`src/rtl/mul_acc.sv`:
```
// mul_acc: accumulates N consecutive unsigned products into one saturated sum
// and presents it on a valid/ready port, stalling the product stream while the
// result waits for the sink.
module mul_acc #(
  parameter int unsigned PW = 16,
  parameter int unsigned AW = 24,
  parameter int unsigned N  = 4
) (
  input  logic          clk,
  input  logic          rstn,
  input  logic          clear,
  input  logic          in_valid,
  output logic          in_ready,
  input  logic [PW-1:0] in_prod,
  output logic          out_valid,
  input  logic          out_ready,
  output logic [AW-1:0] out_sum,
  output logic          out_ovf
);

  localparam int unsigned   CW       = (N > 1) ? $clog2(N) : 1;
  localparam logic [CW-1:0] CNT_LAST = CW'(N - 1);

  typedef enum logic {
    ACC,
    HOLD
  } state_t;

  state_t        state;
  state_t        state_nxt;
  logic [AW-1:0] acc;
  logic [CW-1:0] cnt;
  logic          ovf;

  logic [AW:0]   sum_wide;
  logic [AW-1:0] sum_sat;
  logic          sum_ovf;
  logic          beat;
  logic          last_beat;

  // Widened add of the running sum and the incoming product, clamped to all-ones
  always_comb begin
    sum_wide = {1'b0, acc} + {{(AW + 1 - PW){1'b0}}, in_prod};
    sum_ovf  = sum_wide[AW];
    sum_sat  = sum_ovf ? '1 : sum_wide[AW-1:0];
  end

  // Next-state decode and handshake qualification
  always_comb begin
    state_nxt = state;
    in_ready  = (state == ACC);
    beat      = in_valid & in_ready;
    last_beat = beat & (cnt == CNT_LAST);
    case (state)
      ACC:     if (last_beat) state_nxt = HOLD;
      HOLD:    if (out_ready) state_nxt = ACC;
      default: state_nxt = ACC;
    endcase
  end

  // State register; clear returns to accumulation from any state
  always_ff @(posedge clk) begin
    if (!rstn)      state <= ACC;
    else if (clear) state <= ACC;
    else            state <= state_nxt;
  end

  // Accumulator, beat counter, sticky overflow and registered result port
  always_ff @(posedge clk) begin
    if (!rstn) begin
      acc       <= '0;
      cnt       <= '0;
      ovf       <= 1'b0;
      out_valid <= 1'b0;
      out_sum   <= '0;
      out_ovf   <= 1'b0;
    end else if (clear) begin
      acc       <= '0;
      cnt       <= '0;
      ovf       <= 1'b0;
      out_valid <= 1'b0;
    end else begin
      if (last_beat) begin
        out_sum   <= sum_sat;
        out_ovf   <= ovf | sum_ovf;
        out_valid <= 1'b1;
        acc       <= '0;
        cnt       <= '0;
        ovf       <= 1'b0;
      end else if (beat) begin
        acc <= sum_sat;
        cnt <= cnt + CW'(1);
        ovf <= ovf | sum_ovf;
      end
      if (state == HOLD && out_ready) out_valid <= 1'b0;
    end
  end

endmodule

```
`config.mk`:
```
export PLATFORM = sky130hd
export DESIGN_NAME = mul_acc
export DESIGN_NICKNAME = d
export VERILOG_FILES = /design/src/rtl/mul_acc.sv
export SDC_FILE = /design/constraint.sdc
export NUM_CORES = 1
export LEC_CHECK = 0
export ABC_AREA = 1
export CORE_MARGIN = 3
export CORE_UTILIZATION = 50
export DETAILED_ROUTE_END_ITERATION = 7
export PLACE_DENSITY = 0.7
export SLEW_MARGIN = 10
export SYNTH_ARGS = -nofsm -noshare
export SYNTH_HDL_FRONTEND = slang
export SYNTH_SLANG_ARGS = --single-unit
```
`constraint.sdc`:
```
create_clock -name clk -period 4.8 [get_ports clk]
set_input_delay 0.96 -clock clk [delete_from_list [all_inputs] [get_ports clk]]
set_output_delay 0.96 -clock clk [all_outputs]
set_load 0.02 [all_outputs]
```
== Word level (Yosys, flattened, before mapping) ==
Index checks and enable logic that the tools add are counted.
Storage, ports and cells
  register bits after elaboration: 54
  logic and storage cells: 25
  bits of input ports: 21
Cells by class
  equal/unequal tests: 1
  bitwise gates (word level): 6
  reduce and logical (&&, ||, !) cells: 5
  add/sub/neg operators: 2
  muxes and demuxes: 4
Operator list (count)
  $add A24 B16 Y25: 1
  $mux W24: 1
  $reduce_or A3 Y1: 2
  $not A1 Y1: 3
  $add A2 B1 Y2 const B: 1
  $and A1 B1 Y1: 2
  $eq A2 B2 Y1 const B: 1
  $mux W1: 2
  $pmux W1 S2: 1
  $reduce_and A2 Y1: 1
  $reduce_or A2 Y1: 1
  $logic_and A1 B1 Y1: 1
  $or A1 B1 Y1: 1

== Longest topological paths before layout ==
  depth after elaboration: 5
  depth in mapped cells: 13

== Least setup slack after synthesis ==
OpenSTA, ideal clock, no wires.
  path kind: input to register
  start point: input in_prod[0]
  end point: register acc[12]
  arrival: 2.472 ns
  path buffers: 1
  data required time: 4.687 ns
  path slack: 2.215 ns
  stages on the path: 13
  cell sequence: ha_1 -> fa_1 -> nand2_1 -> nand2_1 -> nand3_2 -> nand2_2 -> nand2_1 -> nand2_2 -> nand2_4 -> buf_8 -> nand3_2 -> o21ai_1 -> inv_1
On the way
  cells in the longest elaborated chain, start to end: 2
RTL lines
  start, declared: RTL line 14  | input logic [PW-1:0] in_prod,
  $add A24 B16 Y25: RTL line 43  | sum_wide = {1'b0, acc} + {{(AW + 1 - PW){1'b0}}, in_prod};
  $mux W24: RTL line 45  | sum_sat = sum_ovf ? '1 : sum_wide[AW-1:0];
  end signal, assigned: RTL line 91  | acc <= sum_sat;
  end, declared: RTL line 31  | logic [AW-1:0] acc;
No other way between the ends.
A chain may end at the register's enable or synchronous reset.

== Final worst setup path ==
  start point: input in_valid
  end point: register acc[9]
On the way
  cells in the longest elaborated chain, start to end: 3
RTL lines
  start, declared: RTL line 12  | input logic in_valid,
  $and A1 B1 Y1 *: RTL line 52  | beat = in_valid & in_ready;
  $and A1 B1 Y1: RTL line 53  | last_beat = beat & (cnt == CNT_LAST);
  $reduce_or A3 Y1 (no line)
Every way passes the cells marked *; elsewhere a longest branch is shown, timed or not.

==> run_results.csv <==
group,metric,value,unit
routing,drt-wirelength-per-cell,13.0,µm
grt,grt_max_degree,34,
routing,avgViaCountPerCell,4.92,
critical_path,critPathMaxFanout,33,
finish,nFillCells,695,
critical_path,crit_chain,"clkdlybuf4s50_1 -> nand2_1 -> inv_2 -> nand2_2 -> nand2_1 -> inv_1 -> o21ai_0 -> a21oi_1",
floorplanning,initial_core_util,51.9,%
finish,finalNonFillerCells,706,
cts,ctsHoldBuffers,0,
yosys,synthFlopType,"dfxtp_1",
critical_path,cp_top_family,"buffers and inverters",
routing,vias,3475,
floorplanning,std_cell_rows,30,
floorplanning,core_area,6830,µm²
finish,multiInputGateArea,2040,µm²
sta,period_minus_slack,3.40,ns
yosys,synth.yosys.seq_area_share,30.5,%
sta,finalSetupViolations,0,
critical_path,cp_slowest_cell,"inv_2",
cts,cts_setup_buffers,0,
power,irDropWorstVdd,188,µV
placed_design,pre_cts_ws,1.14,ns
yosys,synth_area_leaders,"dfxtp_1 30%, nand2_1 15%, nor2_1 11%, inv_1 9.3%, ha_1 6.0%",
cts,cts_resized,0,
critical_path,start_kind,"input port",
yosys,synth_most_common_cell,"nand2_1",
hold_path,hp-class,"reg -> reg",
critical_path,reg2reg_from,"state",
sta,finClkSkew,0.00501,ns
placed_design,io_buffer_count,47,
sta,max_freq,294,MHz
yosys,syn_inst,569,
critical_path,slowest_delay,0.57,ns
sta,drv_slew,0,
cts,cts_sinks,54,
placed_design,dp_hpwl,7.40,mm
sta,fin_tns_setup,0,ns
yosys,async_reset_ff_share,0,%
sta,rsz0062_at_grt,"false",
floorplanning,die_w,90.2,µm
placed_design,placedCellCount,698,
routing,drc,0,
yosys,netlist.area_leader.share,30.5,%
critical_path,worstPathArrival,3.57,ns
yosys,synth_nets,608,
sta,hold_viol,0,
routing,drtIter0Drc,173,
yosys,ys.warnings.count,0,
cts,htreeDepth,2,
power,p_per_area,218,nW/µm²
yosys,synth_edf_count,0,
cts,clock_latency,0.29,ns
flow_run,cap_violations,0,
sta,worst_pin_slew,0.695,ns
finish,areaGrowthSynthToFinish,17.0,%
finish,regArea,1080,µm²
critical_path,cp-startpoint,"in_valid",
critical_path,critPathRequiredTime,4.97,ns
sta,hold_ws,0.479,ns
status,status,"completed",
cts,cts_buffers,5,
hold_path,hp-start,"cnt[1]",
finish,num_antenna_cells,0,
yosys,synth_top_cells_by_count,"137 x nand2_1, 104 x nor2_1, 88 x inv_1",
critical_path,crit_type,"in -> reg",
routing,dr.pass1.iters,4,
sta,period_share,70.8,%
grt,grt_pass1_vias,3262,
yosys,netlist_area,3550,µm²
yosys,ys_ff_latch,54,
floorplanning,io_pins,48,
sta,slew-limit-headroom,53.6,%
placed_design,gp_congestion,0.904,
routing,drt-total-wl,9.16,mm
yosys,syn_area_per_cell,6.23,µm²
finish,drive_gt1_share,5.90,%
floorplanning,die_height,90.2,µm
grt,antenna_found_initial,0,
sta,setup_slack,1.40,ns
cts,cts-root-buf,"clkbuf_8",
power,leakagePower,0.00214,µW
critical_path,cp_common_cell,"nand2_1",
routing,ant_nets,0,
critical_path,worstSetupEndpointType,"register",
cts,clockBufferDepth,2,
critical_path,cp_num_buf_inv,3,
cts,cts_tree,"built",
grt,grt.total_usage,22.5,%
yosys,yosysTopAreaCell,"dfxtp_1",
cts,cts.clk_slew.worst_paths,0.09,ns
yosys,synth_cell_types,31,
grt,grt_overflow_total,0,
floorplanning,dieArea,8140,µm²
grt,grt_pass1_wl,15.1,mm
power,p_total,904,µW
finish,fin_nets,648,
-- placed cells by master (no fill, tap or decap), drive strengths merged --
cell           netlist  routed
buf                  6       1
nor2               108     108
nand2              143     143
xor2                 8       8
ha                  17      17
nand3               35      35
nand3b               1       1
a21oi               27      27
fa                   1       1
clkinv               0       1
and2                 3       3
or2                  3       3
inv                 91      91
clkbuf               9       7
a221oi               1       1
a21o                 1       1
nor3                 2       2
o211ai               1       1
o21ai               46      46
nand4               12      12
dfxtp               54      54
clkdlybuf4s50        0      47
-- cells by family after synthesis --
family | Yosys count | share of synthesized area (%)
AND/OR/NAND/NOR | 307 | 37.9
adder cells (fa/ha/maj) | 18 | 6.56
flip-flops | 54 | 30.5
buffers and inverters | 106 | 12.0
XOR/XNOR | 8 | 1.98
AO/OA/AOI/OAI | 76 | 11.1
-- state kept, by name, summed over array words and instances (netlist names) --
| register | count |
|---|---|
| state | 1 |
| cnt | 2 |
| ovf | 1 |
| out_sum | 24 |
| out_ovf | 1 |
| out_valid | 1 |
| acc | 24 |
-- cell type report --
cell class	count	share of cell area, %
Clock buffer	7	2.08
Sequential cell	54	26.0
Multi-Input combinational cell	409	49.1
Tap cell	96	2.89
Clock inverter	1	0.121
Timing Repair Buffer	48	11.5
Inverter	91	8.23
-- stage by stage --
step | util, % | area, µm²
CTS | 60.8 | 4150
global placement | 59.4 | 4060
detailed placement | 59.4 | 4060
global route | 60.8 | 4150
floorplan | - | 3550
finish | 60.8 | 4150
-- metal layers --
layer	up-vias	GRT usage, %	wire length (µm)
met5	-	0	0
met4	0	5.36	165
met3	16	3.51	424
met2	73	40.0	4400
met1	1533	28.5	4180
li1	1853	-	-
-- where the power goes --
| group | internal, µW | leakage, µW | total (µW) | switching (µW) |
|---|---|---|---|---|
| Combinational | 66.5 | 0.00166 | 184 | 117 |
| Clock | 117 | 0.0000482 | 254 | 137 |
| Sequential | 458 | 0.000438 | 466 | 8.74 |
-- path summary, 6_finish.rpt --
path         slack (ns)  endpoint  cells past startpoint
max                1.40    acc[9]                      8
min reg2reg        0.48    cnt[1]                      2
max reg2reg        2.15    acc[9]                      8
min                0.48    cnt[1]                      2
-- tightest hold or removal path: stages (launching register included) --
cell and delay, ns:
dfxtp_1 0.32, nand2_1 0.06, a21oi_1 0.06
No activity file was read; power rests on OpenSTA's default activity.
